File: src/rtl/sb_msg_pkg.sv
// Shared sideband message definitions: the message enum, the {code, subcode}
// header struct, and encode/decode/response-pairing helpers.
package sb_msg_pkg;

  typedef enum logic [3:0] {
    SBINIT_out_of_reset   = 4'd0,
    SBINIT_done_req       = 4'd1,
    SBINIT_done_resp      = 4'd2,
    MBINIT_PARAM_cfg_req  = 4'd3,
    MBINIT_PARAM_cfg_resp = 4'd4,
    CODEX_ERROR           = 4'hF
  } sb_msg_t;

  typedef struct packed {
    logic [7:0] code;
    logic [7:0] subcode;
  } sb_hdr_t;

  localparam sb_hdr_t SB_HDR_NONE = '{code: 8'hFF, subcode: 8'hFF};

  // Message number to wire header; FF/FF marks "no encoding".
  function automatic sb_hdr_t encode_sb_msg(input sb_msg_t msg);
    sb_hdr_t hdr;
    case (msg)
      SBINIT_out_of_reset:   hdr = '{code: 8'h91, subcode: 8'h00};
      SBINIT_done_req:       hdr = '{code: 8'h95, subcode: 8'h01};
      SBINIT_done_resp:      hdr = '{code: 8'h9A, subcode: 8'h01};
      MBINIT_PARAM_cfg_req:  hdr = '{code: 8'hA5, subcode: 8'h00};
      MBINIT_PARAM_cfg_resp: hdr = '{code: 8'hAA, subcode: 8'h00};
      default:               hdr = SB_HDR_NONE;
    endcase
    return hdr;
  endfunction

  // Wire header to message number; CODEX_ERROR for unknown headers.
  function automatic sb_msg_t decode_sb_msg(input logic [7:0] code, input logic [7:0] subcode);
    sb_msg_t msg;
    case ({code, subcode})
      16'h9100: msg = SBINIT_out_of_reset;
      16'h9501: msg = SBINIT_done_req;
      16'h9A01: msg = SBINIT_done_resp;
      16'hA500: msg = MBINIT_PARAM_cfg_req;
      16'hAA00: msg = MBINIT_PARAM_cfg_resp;
      default:  msg = CODEX_ERROR;
    endcase
    return msg;
  endfunction

  // Response paired with a request; CODEX_ERROR when the message is not a request.
  function automatic sb_msg_t resp_of(input sb_msg_t req);
    sb_msg_t resp;
    case (req)
      SBINIT_done_req:      resp = SBINIT_done_resp;
      MBINIT_PARAM_cfg_req: resp = MBINIT_PARAM_cfg_resp;
      default:              resp = CODEX_ERROR;
    endcase
    return resp;
  endfunction

endpackage

File: src/rtl/sb_msg_rx_decoder.sv
// Inbound sideband beat decoder. Registers the decoded message one cycle after
// the beat, flags rejected beats on decode_err, and exposes the same-cycle
// accept/decode (_c) so the engine can complete a transaction on that edge.
// Optional macro SB_PARITY_EN: enables the even-parity check on inbound beats.
// Ports: sb_rx_* inbound beat; beat_ok_c/beat_msg_c combinational decode;
//        rx_msg_valid/rx_msg/rx_msg_data/decode_err registered results.
module sb_msg_rx_decoder import sb_msg_pkg::*; #(
  parameter int unsigned DATA_W = 16
) (
  input  logic              clk,
  input  logic              rst_n,
  input  logic              sb_rx_valid,
  input  logic [7:0]        sb_rx_code,
  input  logic [7:0]        sb_rx_subcode,
  input  logic [DATA_W-1:0] sb_rx_data,
  input  logic              sb_rx_parity,
  output logic              beat_ok_c,
  output sb_msg_t           beat_msg_c,
  output logic              rx_msg_valid,
  output sb_msg_t           rx_msg,
  output logic [DATA_W-1:0] rx_msg_data,
  output logic              decode_err
);

  logic parity_ok;

`ifdef SB_PARITY_EN
  assign parity_ok = ((^{sb_rx_code, sb_rx_subcode, sb_rx_data}) == sb_rx_parity);
`else
  logic unused_parity;
  assign unused_parity = sb_rx_parity;
  assign parity_ok     = 1'b1;
`endif

  // Same-cycle decode of the inbound beat.
  always_comb begin
    beat_msg_c = decode_sb_msg(sb_rx_code, sb_rx_subcode);
    beat_ok_c  = sb_rx_valid && parity_ok && (beat_msg_c != CODEX_ERROR);
  end

  // Registered decode results.
  always_ff @(posedge clk or negedge rst_n) begin
    if (!rst_n) begin
      rx_msg_valid <= 1'b0;
      rx_msg       <= SBINIT_out_of_reset;
      rx_msg_data  <= '0;
      decode_err   <= 1'b0;
    end else begin
      rx_msg_valid <= beat_ok_c;
      decode_err   <= sb_rx_valid && !beat_ok_c;
      if (beat_ok_c) begin
        rx_msg      <= beat_msg_c;
        rx_msg_data <= sb_rx_data;
      end
    end
  end

endmodule

File: src/rtl/sb_msg_engine.sv
// Sideband message engine: encodes LTSM requests into outbound beats, decodes
// inbound beats, and tracks request/response transactions with a per-attempt
// timeout and a bounded number of re-sends.
// Optional macro SB_PARITY_EN: drives even parity on sb_tx_parity and checks
// sb_rx_parity; without it sb_tx_parity is 0 and sb_rx_parity is ignored.
// Ports: tx_req_* LTSM request side; sb_tx_* outbound link; sb_rx_* inbound
//        link; rx_msg_* decoded messages; txn_done/txn_timeout/enc_err/
//        decode_err single-cycle status pulses.
module sb_msg_engine import sb_msg_pkg::*; #(
  parameter int unsigned DATA_W      = 16,
  parameter int unsigned TIMEOUT_CYC = 8000,
  parameter int unsigned MAX_RETRY   = 3
) (
  input  logic              clk,
  input  logic              rst_n,
  input  logic              tx_req_valid,
  output logic              tx_req_ready,
  input  sb_msg_t           tx_req_msg,
  input  logic [DATA_W-1:0] tx_req_data,
  input  logic              tx_expect_resp,
  output logic              sb_tx_valid,
  input  logic              sb_tx_ready,
  output logic [7:0]        sb_tx_code,
  output logic [7:0]        sb_tx_subcode,
  output logic [DATA_W-1:0] sb_tx_data,
  output logic              sb_tx_parity,
  input  logic              sb_rx_valid,
  input  logic [7:0]        sb_rx_code,
  input  logic [7:0]        sb_rx_subcode,
  input  logic [DATA_W-1:0] sb_rx_data,
  input  logic              sb_rx_parity,
  output logic              rx_msg_valid,
  output sb_msg_t           rx_msg,
  output logic [DATA_W-1:0] rx_msg_data,
  output logic              txn_done,
  output logic              txn_timeout,
  output logic              enc_err,
  output logic              decode_err
);

  localparam int unsigned TMR_W = $clog2(TIMEOUT_CYC);
  localparam int unsigned RTY_W = (MAX_RETRY > 0) ? $clog2(MAX_RETRY + 1) : 1;

  typedef enum logic [1:0] {ST_IDLE, ST_SEND, ST_WAIT_RESP} state_t;

  state_t             state_q, state_d;
  sb_msg_t            msg_q, msg_d;
  sb_hdr_t            hdr_q, hdr_d, req_hdr;
  logic [DATA_W-1:0]  data_q, data_d;
  logic               expect_q, expect_d;
  logic [TMR_W-1:0]   timer_q, timer_d;
  logic [RTY_W-1:0]   retry_q, retry_d;
  logic               done_d, timeout_d, enc_err_d;
  logic               beat_ok_c, resp_match;
  sb_msg_t            beat_msg_c;

  sb_msg_rx_decoder #(.DATA_W(DATA_W)) u_rx_dec (
    .clk          (clk),
    .rst_n        (rst_n),
    .sb_rx_valid  (sb_rx_valid),
    .sb_rx_code   (sb_rx_code),
    .sb_rx_subcode(sb_rx_subcode),
    .sb_rx_data   (sb_rx_data),
    .sb_rx_parity (sb_rx_parity),
    .beat_ok_c    (beat_ok_c),
    .beat_msg_c   (beat_msg_c),
    .rx_msg_valid (rx_msg_valid),
    .rx_msg       (rx_msg),
    .rx_msg_data  (rx_msg_data),
    .decode_err   (decode_err)
  );

  // Next-state and registered-output values.
  always_comb begin
    state_d    = state_q;
    msg_d      = msg_q;
    hdr_d      = hdr_q;
    data_d     = data_q;
    expect_d   = expect_q;
    timer_d    = timer_q;
    retry_d    = retry_q;
    done_d     = 1'b0;
    timeout_d  = 1'b0;
    enc_err_d  = 1'b0;
    req_hdr    = encode_sb_msg(tx_req_msg);
    // Decode is the same one the rx path registers, so txn_done lines up with rx_msg_valid.
    resp_match = beat_ok_c && (beat_msg_c == resp_of(msg_q));

    case (state_q)
      ST_IDLE: begin
        if (tx_req_valid) begin
          msg_d    = tx_req_msg;
          hdr_d    = req_hdr;
          data_d   = tx_req_data;
          expect_d = tx_expect_resp;
          retry_d  = '0;
          if (req_hdr == SB_HDR_NONE) enc_err_d = 1'b1;
          else                        state_d   = ST_SEND;
        end
      end
      ST_SEND: begin
        if (sb_tx_ready) begin
          if (expect_q) begin
            state_d = ST_WAIT_RESP;
            timer_d = '0;
          end else begin
            done_d  = 1'b1;
            state_d = ST_IDLE;
          end
        end
      end
      ST_WAIT_RESP: begin
        timer_d = timer_q + TMR_W'(1);
        // A match on the expiry cycle takes priority over retry/timeout.
        if (resp_match) begin
          done_d  = 1'b1;
          state_d = ST_IDLE;
        end else if (timer_q == TMR_W'(TIMEOUT_CYC - 1)) begin
          if (retry_q < RTY_W'(MAX_RETRY)) begin
            retry_d = retry_q + RTY_W'(1);
            state_d = ST_SEND;
          end else begin
            timeout_d = 1'b1;
            state_d   = ST_IDLE;
          end
        end
      end
      default: state_d = ST_IDLE;
    endcase
  end

  // State and output registers.
  always_ff @(posedge clk or negedge rst_n) begin
    if (!rst_n) begin
      state_q      <= ST_IDLE;
      msg_q        <= SBINIT_out_of_reset;
      hdr_q        <= '0;
      data_q       <= '0;
      expect_q     <= 1'b0;
      timer_q      <= '0;
      retry_q      <= '0;
      tx_req_ready <= 1'b1;
      sb_tx_valid  <= 1'b0;
      txn_done     <= 1'b0;
      txn_timeout  <= 1'b0;
      enc_err      <= 1'b0;
    end else begin
      state_q      <= state_d;
      msg_q        <= msg_d;
      hdr_q        <= hdr_d;
      data_q       <= data_d;
      expect_q     <= expect_d;
      timer_q      <= timer_d;
      retry_q      <= retry_d;
      tx_req_ready <= (state_d == ST_IDLE);
      sb_tx_valid  <= (state_d == ST_SEND);
      txn_done     <= done_d;
      txn_timeout  <= timeout_d;
      enc_err      <= enc_err_d;
    end
  end

  assign sb_tx_code    = hdr_q.code;
  assign sb_tx_subcode = hdr_q.subcode;
  assign sb_tx_data    = data_q;

`ifdef SB_PARITY_EN
  // Parity tracks the latched header/payload so it is stable with them.
  always_ff @(posedge clk or negedge rst_n) begin
    if (!rst_n) sb_tx_parity <= 1'b0;
    else        sb_tx_parity <= ^{hdr_d, data_d};
  end
`else
  assign sb_tx_parity = 1'b0;
`endif

endmodule
File: config.mk
export PLATFORM = sky130hd
export DESIGN_NAME = sb_msg_engine
export DESIGN_NICKNAME = d
export VERILOG_FILES = /design/src/rtl/sb_msg_pkg.sv /design/src/rtl/sb_msg_rx_decoder.sv /design/src/rtl/sb_msg_engine.sv
export SDC_FILE = /design/constraint.sdc
export NUM_CORES = 1
export LEC_CHECK = 0
export CAP_MARGIN = 15
export CORE_ASPECT_RATIO = 0.75
export CORE_MARGIN = 10
export CORE_UTILIZATION = 40
export DETAILED_ROUTE_END_ITERATION = 12
export GPL_TIMING_DRIVEN = 0
export PLACE_DENSITY = 0.78
export SLEW_MARGIN = 5
export SYNTH_ARGS = -nofsm -noshare
export SYNTH_HDL_FRONTEND = slang
export SYNTH_HIERARCHICAL = 1
export SYNTH_SLANG_ARGS = --single-unit
File: constraint.sdc
create_clock -name clk -period 1.8 [get_ports clk]
set_input_delay 0.27 -clock clk [delete_from_list [all_inputs] [get_ports clk]]
set_output_delay 0.27 -clock clk [all_outputs]
set_load 0.01 [all_outputs]
# Word-level counts from Yosys, hierarchy flattened
# Index checks and enable logic that the tools add are counted.
# Widths: inputs -> output; s select.
# op_classes
n_reduce_logical	12
n_mux	30
n_addsub	2
eq_ne	24
n_lt_le_gt_ge	1
# op_table
cell	n
$eq 16x16->1 const B	6
$pmux 15 s5	1
$mux 13	2
$pmux 13 s2	1
$mux 2	10
$pmux 4 s5	1
$add 13x1->13 const B	1
$eq 13x13->1 const B	1
$eq 4x2->1 const B	3
$ne 2x2->1 const B	6
$mux 1	11
$eq 4x1->1 const B	2
$pmux 4 s2	1
$pmux 2 s3	1
$reduce_and 5->1	1
$eq 2x1->1 const B	2
$eq 4x3->1 const B	1
$eq 4x4->1	1
$logic_not 2->1	2
$logic_not 4->1	1
$ne 4x4->1 const B	1
$pmux 2 s2	1
$reduce_bool 2->1	2
$logic_and 1x1->1	3
other kinds (7)	7
# totals
wordCells	86
reg_bits	81
in_bits	59

# Depth between registers and ports, before layout
# Gate-level depths: netlist of the first run.
# depth
depth_word	8
mapped_depth	10
depth_no_buf	9

# Cells and area by module
# The synthesis of the first run kept the hierarchy.
# by_module_without_submodules
mod	instances	seq_area_each_um2	cells_each	area_each_um2
sb_msg_engine	1	1277.5	276	2494.9
sb_msg_rx_decoder	1	550.5	85	1151.1

# Least setup slack after synthesis of the first run
# OpenSTA, ideal clock, no wires.
# synth_timing
path_type	input-to-reg
start	in sb_rx_subcode[0]
end	reg sb_tx_valid
arrival_ps	2130
stages	9
setup_slack_ps	-449
path_buffers	0
cell_sequence	nor4b_1 -> nand3_1 -> a21oi_1 -> o31ai_1 -> or2_2 -> mux2i_1 -> a31oi_1 -> a41o_1 -> and2_1
# synth_via
elab_chain_cells	8
elab_cells_between_ends	13
classes_between	eq/ne (8); mux (3); reduce/logical (2)
# synth_rtl
element	line	rtl
start, declared	sb_msg_engine.sv:29	input logic [7:0] sb_rx_subcode,
$eq 16x16->1	sb_msg_pkg.sv:38	case ({code, subcode})
$pmux 4 s5 *	sb_msg_pkg.sv:38	
named net beat_msg_c[0]	sb_msg_engine.sv:55	sb_msg_t beat_msg_c;
$ne 4x4->1	sb_msg_rx_decoder.sv:38	beat_ok_c = sb_rx_valid && parity_ok && (beat_msg_c != CODEX_ERROR);
$logic_and 1x1->1	sb_msg_rx_decoder.sv:38	
$logic_and 1x1->1 *	sb_msg_engine.sv:87	resp_match = beat_ok_c && (beat_msg_c == resp_of(msg_q));
$mux 2 *	sb_msg_engine.sv:115	if (resp_match) begin
$pmux 2 s3 *	sb_msg_engine.sv:89	case (state_q)
named net state_d[0]	sb_msg_engine.sv:46	state_t state_q, state_d;
$eq 2x1->1 *	sb_msg_engine.sv:156	sb_tx_valid <= (state_d == ST_SEND);
end signal, assigned	sb_msg_engine.sv:156	
end, declared	sb_msg_engine.sv:21	output logic sb_tx_valid,
# Mark *: on every way through the listed nets, which the timed path passes. The rest lies on a longest branch.
# A chain may end at the register's enable or synchronous reset.

# Worst setup path in the final report of the first run
# layout_timing
start	in sb_rx_code[3]
end	reg sb_tx_valid
# layout_via
elab_chain_cells	8
elab_cells_between_ends	13
classes_between	eq/ne (8); mux (3); reduce/logical (2)
# layout_rtl
element	line	rtl
start, declared	sb_msg_engine.sv:28	input logic [7:0] sb_rx_code,
$eq 16x16->1	sb_msg_pkg.sv:38	
$pmux 4 s5 *	sb_msg_pkg.sv:38	
named net beat_msg_c[3]	sb_msg_engine.sv:55	
$ne 4x4->1	sb_msg_rx_decoder.sv:38	
$logic_and 1x1->1	sb_msg_rx_decoder.sv:38	
$logic_and 1x1->1 *	sb_msg_engine.sv:87	
$mux 2 *	sb_msg_engine.sv:115	
$pmux 2 s3 *	sb_msg_engine.sv:89	
named net state_d[0]	sb_msg_engine.sv:46	
$eq 2x1->1 *	sb_msg_engine.sv:156	
# Marks and branches as above.

==> summary.txt, run 1 <==
Placed design
  – Placed cell count: 589
  – Worst slack, placed: -1.118 ns
  – IO Port Bufs: 115
  – Post-DP HPWL: 7493 um
  – Gp weighted congestion: 0.9010

Floorplan
  – Rows: 30
  – Core area: 0.008971 mm2
  – Die Ht: 102.7 um
  – Die X: 130.2 um
  – Die area: 0.01337 mm2
  – I/O Pins: 119
  – Initial Util: 40.64%

Logic synthesis
  – Fraction of synthesis flops using an asynchronous set or reset pin: 100.0%
  – Post-synth EDFFs: 0
  – Top cell type's share of synthesized area: 49.42%
  – Syn Area/Cell: 10.10 um2
  – Yosys cell types: 59
  – Leading area contributor after synthesis: dfrtp_1
  – Most common cell in the synthesized netlist: nand2_1
  – Main synth FF type: dfrtp_1
  – Syn Std Cell Area: 0.003646 mm2
  – Register bit count reported by yosys: 73
  – Net Count, Synth: 426
  – Mapped Cells: 361
  – Sequential area share after synthesis: 50.14%
  – Synth top area cells: dfrtp_1, nand2_1, mux2_4
  – Synth top cells by count: nand2_1, dfrtp_1, nor2_1
  – Synthesis warning total: 6

Worst setup path
  – Critical path type: in2reg
  – Worst r2r dst: retry_q[0]$_DFFE_PN0P_
  – Worst setup SP type: input pin
  – FF-to-FF Start: timer_q[9]$_DFFE_PN0P_
  – Cell breakdown of the critical path: buf_8 > nor4bb_4 > o221ai_4 > a21oi_4 > inv_2 > or2_4 > mux2i_4 > a31oi_4 > a41o_1 > and2_1
  – R2R Setup Slk: -0.13 ns
  – Slowest cell delay on critical path: 0.34 ns
  – Slowest cell on crit path: nor4bb_4
  – Endpoint arrival time on the critical path: 2.22 ns
  – Critical Path Sink: sb_tx_valid$_DFF_PN0_
  – FF-to-FF path depth: 5
  – Crit Path Max Fanout: 4
  – Worst EP required: 2.02 ns
  – Worst Setup SP: sb_rx_code[3]
  – Element type at the critical path end: flip-flop

STA
  – Final period utilization: 111.3%
  – Hold slack: 0.3186 ns
  – Fin crit period: 2.004 ns
  – Final Setup Violations: 8
  – Final Max Slew Viols: 0
  – RSZ-0062 raised after global routing: true
  – Worst setup margin: -0.2040 ns
  – Clk_skew: 0.007465 ns
  – Max frequency: 499.0 MHz
  – Final hold viol count: 0

Worst hold path
  – Hold crit path type: in2reg

Power and ir drop
  – Pleak: 2.489 nW
  – Power Dens Cells: 1103 mW/mm2
  – VDD IR max: 0.5180 mV

Finish
  – Diode count: 0
  – Area Overhead vs Synth: 56.45%
  – Finished Layout Cells: 626
  – Post-layout nets: 574
  – Layout cells sized above 1: 26.46%

Global routing
  – Pin count of the biggest net entering global routing: 50
  – Initial antenna violation count: 0
  – Number of global-route vias before repair: 3359
  – Total track usage: 15.99%
  – First-pass GRT wire length: 16880 um
  – Grt total ovfl: 0

Route
  – DRC viols: 0
  – Drt first-iter violations: 189
  – WL final: 10480 um
  – Vias: 3217
  – DR vias/cell: 5.139
  – Post-route ant nets: 0
  – Drt first pass iters: 4
  – Wire per inst: 16.75 um

Status
  – Violated checks: setup timing
  – Outcome: finished, violations left

Clock network
  – Root Buffer Master: clkbuf_16
  – Worst-path clk slew: 0.06 ns
  – # clock sinks: 73
  – Clock buffer count from CTS: 9
  – H-tree Lvls: 3
  – Bufs on Longest Clock Path: 2
  – Skew-Pair Late Insertion Delay: 0.33 ns
  – CTS tree: built

Run
  – Max cap viols: 0
[stage by stage]
| step | setup TNS [ns] | area (um2) | util, % | power [W] |
|---|---|---|---|---|
| after floorplan | -0.7853 | 3701 | - | 0.003237 |
| after global placement | -158.33 | 4992 | 55.65 | 0.004291 |
| after detailed placement | -19.61 | 5017 | 55.93 | 0.004373 |
| after CTS | -0.7929 | 5612 | 62.55 | 0.006299 |
| after global routing | -1.659 | 5704 | 63.58 | 0.006690 |
| final | -1.066 | 5704 | 63.58 | 0.006294 |
[report_power, final]
group	internal (W)	switching, W
combinational	0.00120	0.00102
sequential	0.00202	0.000274
clock	0.00108	0.000699
[state kept, by name, indices dropped and copies added, names as in the netlist]
register               flops
state_q                    2
sb_tx_valid                1
timer_q                   13
retry_q                    2
u_rx_dec/rx_msg_valid      1
txn_timeout                1
u_rx_dec/rx_msg_data      16
tx_req_ready               1
sb_tx_code                 7
sb_tx_data                16
u_rx_dec/rx_msg            4
u_rx_dec/decode_err        1
msg_q                      4
txn_done                   1
expect_q                   1
sb_tx_subcode              1
enc_err                    1
[how the worst min path moves through the flow]
| stage | start | cells after the start | slack (ns) | end |
|---|---|---|---|---|
| floorplan | rst_n | 0 | -0.03 | enc_err$_DFF_PN0_ |
| global placement | sb_tx_code[7]$_DFFE_PN0P_ | 1 | 0.45 | sb_tx_code[7]$_DFFE_PN0P_ |
| detailed placement | rst_n | 1 | 0.20 | sb_tx_valid$_DFF_PN0_ |
| CTS | tx_req_msg[2] | 3 | 0.30 | msg_q[2]$_DFFE_PN0P_ |
| global route | sb_rx_valid | 2 | 0.33 | u_rx_dec/decode_err$_DFF_PN0_ |
| finish | tx_req_msg[2] | 3 | 0.32 | msg_q[2]$_DFFE_PN0P_ |
[cell type report]
class / instances / area, um2
Fill cell: 712 / 3267
Multi-Input combinational cell: 254 / 1907
Tap cell: 112 / 140.1
Clock inverter: 6 / 67.56
Inverter: 13 / 52.55
Buffer: 20 / 138.9
Clock buffer: 10 / 229.0
Timing Repair Buffer: 138 / 1338
Sequential cell: 73 / 1832
[worst max-delay path: cells and delay by family]
family,cells,cell delay [ns]
AND/OR/NAND/NOR,3,0.75
buffers and inverters,2,0.20
multiplexers,1,0.19
AO/OA/AOI/OAI,4,0.80
[cell families after synthesis]
family	after synthesis	synth area share, %
and+or+nand+nor	172	24.23
muxes	20	7.824
xor gates and xnor gates	7	1.682
AOI/OAI and AO/OA	48	9.026
DFF	73	50.14
other	1	0.1029
buffers and inverters	34	4.942
adders and majority gates	6	2.059
[placed cells by master, fill, tap and decap left out, types with 3 or more instances in the layout]
master and count:
nand3_1 14, nand2_1 75, clkdlybuf4s50_1 97, o21ai_0 15
clkbuf_2 5, inv_1 9, buf_8 3, clkbuf_4 3
buf_4 30, dfrtp_2 3, buf_2 3, nor2_1 24
ha_1 3, nor3_2 3, inv_2 3, nand2b_1 6
clkbuf_1 4, and2_1 3, dfrtp_1 69, nand4_1 7
buf_6 3, clkinvlp_4 3, a31oi_1 4, nor2b_1 3
a21oi_1 4, clkbuf_16 9, nand2_2 4, mux2_4 17
xnor2_1 3, dlygate4sd2_1 8, xor2_1 4
[timing repair]
item                       CTS  global route
pin swaps                   22            13
hold buffers                 1             0
hold endpoints to repair    23             0
gates resized for setup     87            22
setup endpoints to repair   48            49
setup buffers               15             7
[routing by layer]
layer | vias up | GRT usage, % | wire (um)
li1 | 1547 | - | -
met4 | 0 | 5.690 | 181
met5 | - | 0 | 0
met2 | 122 | 25.84 | 4794
met3 | 14 | 6.989 | 1031
met1 | 1534 | 18.57 | 4475
Power figures use the tool's default switching activity.
==> run 2, diff against run 1 <==
- CORE_UTILIZATION: 40 -> 30
- PLACE_DENSITY: 0.78 -> 0.62
==> run 2 against run 1 <==
  * The run still ends with setup timing left
  * Sequential power about the same
  * Non-clock buffer count increased by 13
  * Fmax down 1.3%
  * Global-route usage down 3.3 points
  * Clock skew increased by 0.0011 ns
  * Hold slack got worse by 0.0098 ns
  * Power up 5.1%
  * Clock-buffer cell count unchanged
  * Combinational power up 2%
  * Register-to-register slack gained 0.05 ns
  * Critical endpoint is now retry_q[1]$_DFFE_PN0P_
  * Largest cell class unchanged
  * Highest routed layer unchanged
==> summary.txt, run 2 (synthesized netlist as in run 1, its figures left out) <==
Power and ir drop
  – Comb pwr share: 34.3% (was 35.4%)
  – VDD IR max: 0.5143 mV (was 0.5180 mV)
  – Sequential power share: 34.6% (was 36.4%)
  – Internal power: 0.004618 W (was 0.004300 W)
  – Clock share of power: 31.0% (was 28.2%)
  – Switch share: 30.17% (was 31.68%)
  – Pleak: 2.564 nW (was 2.489 nW)
  – Power Dens Cells: 1114 mW/mm2 (was 1103 mW/mm2)
  – Switching Power: 0.001995 W (was 0.001994 W)

Worst setup path
  – Element type at the critical path end: flip-flop (unchanged)
  – Worst Setup SP: sb_rx_subcode[0] (was sb_rx_code[3])
  – R2R Setup Slk: -0.08 ns (was -0.13 ns)
  – Worst setup SP type: input pin (unchanged)
  – Critical path type: in2reg (unchanged)
  – Endpoint arrival time on the critical path: 2.25 ns (was 2.22 ns)
  – Worst EP required: 2.02 ns (about the same)
  – Crit Path Max Fanout: 4 (unchanged)
  – FF-to-FF Start: timer_q[10]$_DFFE_PN0P_ (was timer_q[9]$_DFFE_PN0P_)

Floorplan
  – I/O Pins: 119 (unchanged)
  – Die area: 0.01701 mm2 (was 0.01337 mm2)
  – Die X: 147.3 um (was 130.2 um)
  – Core area: 0.01174 mm2 (was 0.008971 mm2)
  – Die Ht: 115.5 um (was 102.7 um)
  – Initial Util: 31.05% (was 40.64%)
  – Rows: 34 (was 30)

Global routing
  – Pin count of the biggest net entering global routing: 56 (was 50)
  – First-pass GRT wire length: 17440 um (was 16880 um)
  – Number of global-route vias before repair: 3365 (was 3359)
  – Initial antenna violation count: 0 (unchanged)
  – Total track usage: 12.64% (was 15.99%)
  – Grt total ovfl: 0 (unchanged)

Placed design
  – Worst slack, placed: -1.079 ns (was -1.118 ns)
  – Placed cell count: 639 (was 589)
  – Post-DP HPWL: 7637 um (was 7493 um)
  – IO Port Bufs: 115 (unchanged)
  – Gp weighted congestion: 0.8614 (was 0.9010)

Route
  – Drt first pass iters: 4 (unchanged)
  – WL final: 10900 um (was 10480 um)
  – Post-route ant nets: 0 (unchanged)
  – DRC viols: 0 (unchanged)
  – Wire per inst: 15.82 um (was 16.75 um)
  – Vias: 3267 (was 3217)
  – DR vias/cell: 4.742 (was 5.139)
  – Drt first-iter violations: 168 (was 189)

STA
  – Setup_tns: -1.351 ns (was -1.066 ns)
  – Max frequency: 492.7 MHz (was 499.0 MHz)
  – Hold slack: 0.3088 ns (was 0.3186 ns)
  – Clk_skew: 0.008539 ns (was 0.007465 ns)
  – Final period utilization: 112.8% (was 111.3%)
  – RSZ-0062 raised after global routing: true (unchanged)
  – Worst setup margin: -0.2296 ns (was -0.2040 ns)
  – Final Max Slew Viols: 0 (unchanged)
  – Fin crit period: 2.030 ns (was 2.004 ns)
  – Final Setup Violations: 8 (unchanged)
  – Final hold viol count: 0 (unchanged)
  – Worst slew margin: 66.54%
  – Actual slew at the worst max-slew pin: 0.5008 ns

Clock network
  – # clock sinks: 73 (unchanged)
  – H-tree Lvls: 3 (unchanged)
  – Skew-Pair Late Insertion Delay: 0.33 ns (about the same)
  – Bufs on Longest Clock Path: 2 (unchanged)
  – CTS tree: built (unchanged)
  – Clock buffer count from CTS: 9 (unchanged)
  – Worst-path clk slew: 0.06 ns (about the same)
  – Root Buffer Master: clkbuf_16 (unchanged)

Finish
  – Post-layout nets: 587 (was 574)
  – Layout cells sized above 1: 28.46% (was 26.46%)
  – Commonest cells after routing, fill and taps aside: clkdlybuf4s50_1, nand2_1, dfrtp_1 (unchanged)
  – Diode count: 0 (unchanged)
  – Finished Layout Cells: 689 (was 626)
  – Core Util, Final: 50.55% (was 63.58%)
  – Area Overhead vs Synth: 62.80% (was 56.45%)
  – Commonest non-fill, non-tap cell in the layout: clkdlybuf4s50_1 (unchanged)

Worst hold path
  – Hold crit path type: in2reg (unchanged)
  – Min-delay src: tx_req_msg[2] (unchanged)

Status
  – Outcome: finished, violations left (unchanged)
  – Violated checks: setup timing (unchanged)

Run
  – Max cap viols: 0 (unchanged)
[run 2: timing repair]
item	CTS	global route
hold endpoints to repair	17	0
resized for setup	82	36
endpoints found under the setup margin	35	62
pin swaps	23	12
hold buffers	1	0
buffers inserted	26	6
gates cloned	1	0
[run 2: cell type report]
| class | count | area [um2] |
|---|---|---|
| Buffer | 21 | 146.4 |
| Clock buffer | 10 | 229.0 |
| Clock inverter | 6 | 115.1 |
| Fill cell | 1044 | 5806 |
| Inverter | 13 | 55.05 |
| Multi-Input combinational cell | 254 | 1892 |
| Sequential cell | 73 | 1832 |
| Tap cell | 162 | 202.7 |
| Timing Repair Buffer | 150 | 1464 |
[run 2: power groups by stage]
stage	combinational, W	clock (W)	sequential (W)
after floorplan	0.000856	0	0.00238
after global placement	0.00204	0	0.00227
after detailed placement	0.00208	0	0.00229
after CTS	0.00220	0.00211	0.00227
after global routing	0.00249	0.00218	0.00234
final	0.00227	0.00205	0.00229
[run 2: metal layers]
layer	vias to the layer above	part of all wire, %	GRT usage (%)
met5	-	0	0
met3	17	7.6	4.869
met4	0	1.6	3.887
li1	1571	-	-
met1	1555	45	15.73
met2	124	46	20.02
[run 2: worst paths after layout]
kind | end | cells after the start
max | retry_q[1]$_DFFE_PN0P_ | 11
min | msg_q[2]$_DFFE_PN0P_ | 3
max reg2reg | retry_q[0]$_DFFE_PN0P_ | 5
min reg2reg | sb_tx_code[7]$_DFFE_PN0P_ | 1
max in group asynchronous | sb_tx_data[5]$_DFFE_PN0P_ | 3
min in group asynchronous | sb_tx_subcode[0]$_DFFE_PN0P_ | 2
[run 2: worst max-delay path, stage by stage]
cell and delay [ns]:
buf_8 0.10, nor4b_4 0.35, nand3_4 0.14, a21oi_4 0.20
buf_6 0.14, o31ai_4 0.07, or2_4 0.24, mux2i_4 0.20
and3_4 0.25, nor4_2 0.04, a211o_1 0.23
[run 2: metrics by stage]
step	power [W]	area, um2
6_report	0.006613	5936
5_1_grt	0.007015	5936
4_1_cts	0.006579	5776
3_5_place_dp	0.004371	5080
3_3_place_gp	0.004312	5055
2_1_floorplan	0.003237	3701
==> RTL edit, RTL diff (config.mk and constraints of run 1) <==
Put a register stage on the output `decode_err`, with the module's reset. The value now appears one clock later. The other outputs are not delayed to match. Comments in the files are not updated.
--- a/src/rtl/sb_msg_engine.sv
+++ b/src/rtl/sb_msg_engine.sv
@@ -43,6 +43,8 @@
 
   typedef enum logic [1:0] {ST_IDLE, ST_SEND, ST_WAIT_RESP} state_t;
 
+  logic decode_err_d;
+
   state_t             state_q, state_d;
   sb_msg_t            msg_q, msg_d;
   sb_hdr_t            hdr_q, hdr_d, req_hdr;
@@ -67,7 +69,7 @@
     .rx_msg_valid (rx_msg_valid),
     .rx_msg       (rx_msg),
     .rx_msg_data  (rx_msg_data),
-    .decode_err   (decode_err)
+    .decode_err   (decode_err_d)
   );
 
   // Next-state and registered-output values.
@@ -174,4 +176,12 @@
   assign sb_tx_parity = 1'b0;
 `endif
 
+  always_ff @(posedge clk or negedge rst_n) begin
+    if (!rst_n) begin
+      decode_err <= '0;
+    end else begin
+      decode_err <= decode_err_d;
+    end
+  end
+
 endmodule
Formal check against the unedited RTL: not equivalent (Yosys sat finds a counterexample within 4 cycles, from zero or initial values and one cycle with rst_n low).
==> RTL edit against run 1 <==
The flow still finishes with violations (setup timing); final area grew 3.2%; sequential cell count grew 1; area after synthesis grew 1.2%; combinational power grew 29%; wire length grew 4.7%; total power grew 13%; count of clock-buffer cells in the layout is the same; setup slack lost 65 ps; critical path depth grew 2; critical endpoint is now retry_q[1]; largest cell class unchanged.
==> RTL edit: results <==
export IMPL_yosys_area_top_type_share=0.4949
export IMPL_whs_endpoint="u_rx_dec/decode_err"
export IMPL_finalWirelength_um=10980
export IMPL_reg2reg_slack_ps=-190
export IMPL_ys_top_cells_by_count="dfrtp_1 (73), nand2_1 (37), o21ai_0 (21)"
export IMPL_worstReg2RegStart="timer_q[0]"
export IMPL_p_leak_nw=2.531
export IMPL_antenna_found_initial=1
export IMPL_switchingPower_mw=2.266
export IMPL_setup_tns_ps=-1680
export IMPL_crit_arrival_ps=2310
export IMPL_hp_start="sb_rx_valid"
export IMPL_hpwl_um=7522
export IMPL_min_path_cells=2
export IMPL_setup_viol=8
export IMPL_ys_types=62
export IMPL_r2r_end="retry_q[1]"
export IMPL_ir_drop_uv=783.2
export IMPL_clkSlewWorstSetupHoldPaths_ps=60
export IMPL_whs_ps=205.3
export IMPL_dp_cells=557
export IMPL_ys_warn_count=6
export IMPL_drtIter0Drc=232
export IMPL_place_congestion=0.8853
export IMPL_synth_seq_area_share=0.5020
export IMPL_grt_pass1_wl_um=16840
export IMPL_numCtsBuffers=9
export IMPL_avgSynthCellArea_um2=11.22
export IMPL_vias=3224
export IMPL_finClkSkew_ps=8.736
export IMPL_setup_ws_ps=-269.3
export IMPL_grt_pass1_vias=3306
export IMPL_cts_root_buffer="clkbuf_16"
export IMPL_async_reset_ff_frac=1.000
export IMPL_drive_gt1_frac=0.3408
export IMPL_instances_no_fill=606
export IMPL_cts_path_max_buffers=2
export IMPL_track_usage=0.1583
export IMPL_r2r_worst_path_cells=6
export IMPL_synth_nets=394
export IMPL_status="complete, but fails checks"
export IMPL_synth_area_leaders="dfrtp_1 (49%), mux2_4 (6.9%), mux2_2 (6.1%)"
export IMPL_violations="setup timing"
export IMPL_hold_path_class="in2reg"
export IMPL_grt_max_degree=40
export IMPL_final_net_count=553
export IMPL_path_max_fanout=4
export IMPL_insertion_delay_ps=330
export IMPL_htreeDepth=3
export IMPL_pre_cts_ws_ps=-1168
## RTL edit: kinds of logic (layout without fill, tap and decap cells)
family          count (synthesis)  after routing  share of synthesized area
other cells                     1              2                   0.001016
simple gates                  122            122                     0.1868
compound gates                 56             56                     0.1064
fa+ha+maj                       6              6                    0.02034
xor+xnor                        1              1                   0.002373
buf+inv                        30            194                    0.04542
mux                            39             39                     0.1356
flops                          74             74                     0.5020
## RTL edit: repair_timing
item,in CTS,in global routing
setup buffers,23,11
pin swaps,25,20
gates resized for setup,80,28
endpoints found under the hold margin,35,0
setup endpoints to repair,55,46
hold buffers,1,0
## RTL edit: worst max-delay path, cell delays in order
cell and delay, ps:
buf_4 100, nor4bb_4 290, buf_4 190, o221ai_4 110
a21oi_4 230, o31ai_4 110, or2_4 260, mux2i_4 200
buf_6 140, a311oi_4 100, buf_4 150, o211ai_1 150
## RTL edit: layout make-up
| class | count | area (um^2) |
|---|---|---|
| fill | 686 | 3123 |
| multi-input combinational | 225 | 1954 |
| sequential | 74 | 1854 |
| timing repair buffer | 151 | 1449 |
| clock buffer | 10 | 239.0 |
| tap | 112 | 140.1 |
| buffer | 17 | 130.1 |
| clock inverter | 6 | 73.82 |
| inverter | 10 | 42.54 |
| antenna | 1 | 2.502 |
## RTL edit: how the worst max path moves through the flow
stage | end | from | cells after the start
2_1_floorplan | sb_tx_valid | sb_rx_code[0] | 9
3_3_place_gp | timer_q[10] | rst_n | 1
3_5_place_dp | sb_tx_valid | sb_rx_code[2] | 10
4_1_cts | sb_tx_valid | sb_rx_code[2] | 10
5_1_grt | retry_q[1] | sb_rx_code[0] | 12
6_report | retry_q[1] | sb_rx_code[0] | 12
## RTL edit: per-layer routing
metal / vias to the layer above / part of all wire / global-route usage / wire (um)
met5: - / 0 / 0 / 0
met2: 149 / 0.48 / 0.2633 / 5225
met3: 16 / 0.10 / 0.05858 / 1095
met4: 0 / 0.017 / 0.06138 / 189
met1: 1560 / 0.41 / 0.1830 / 4466
li1: 1499 / - / - / -
## RTL edit: through the flow
step,util,cell area (um^2)
global placement,0.5657,5096
CTS,0.6357,5727
global route,0.6533,5886
floorplan,-,3805
detailed placement,0.5676,5114
finish,0.6533,5886
## RTL edit: power by group through the flow
stage / registers, mW / clock network, mW / logic, mW
6_report: 2.38 / 1.87 / 2.87
5_1_grt: 2.44 / 1.96 / 3.08
4_1_cts: 2.38 / 1.88 / 2.73
3_5_place_dp: 2.40 / 0 / 2.50
3_3_place_gp: 2.37 / 0 / 2.45
2_1_floorplan: 2.49 / 0 / 1.18
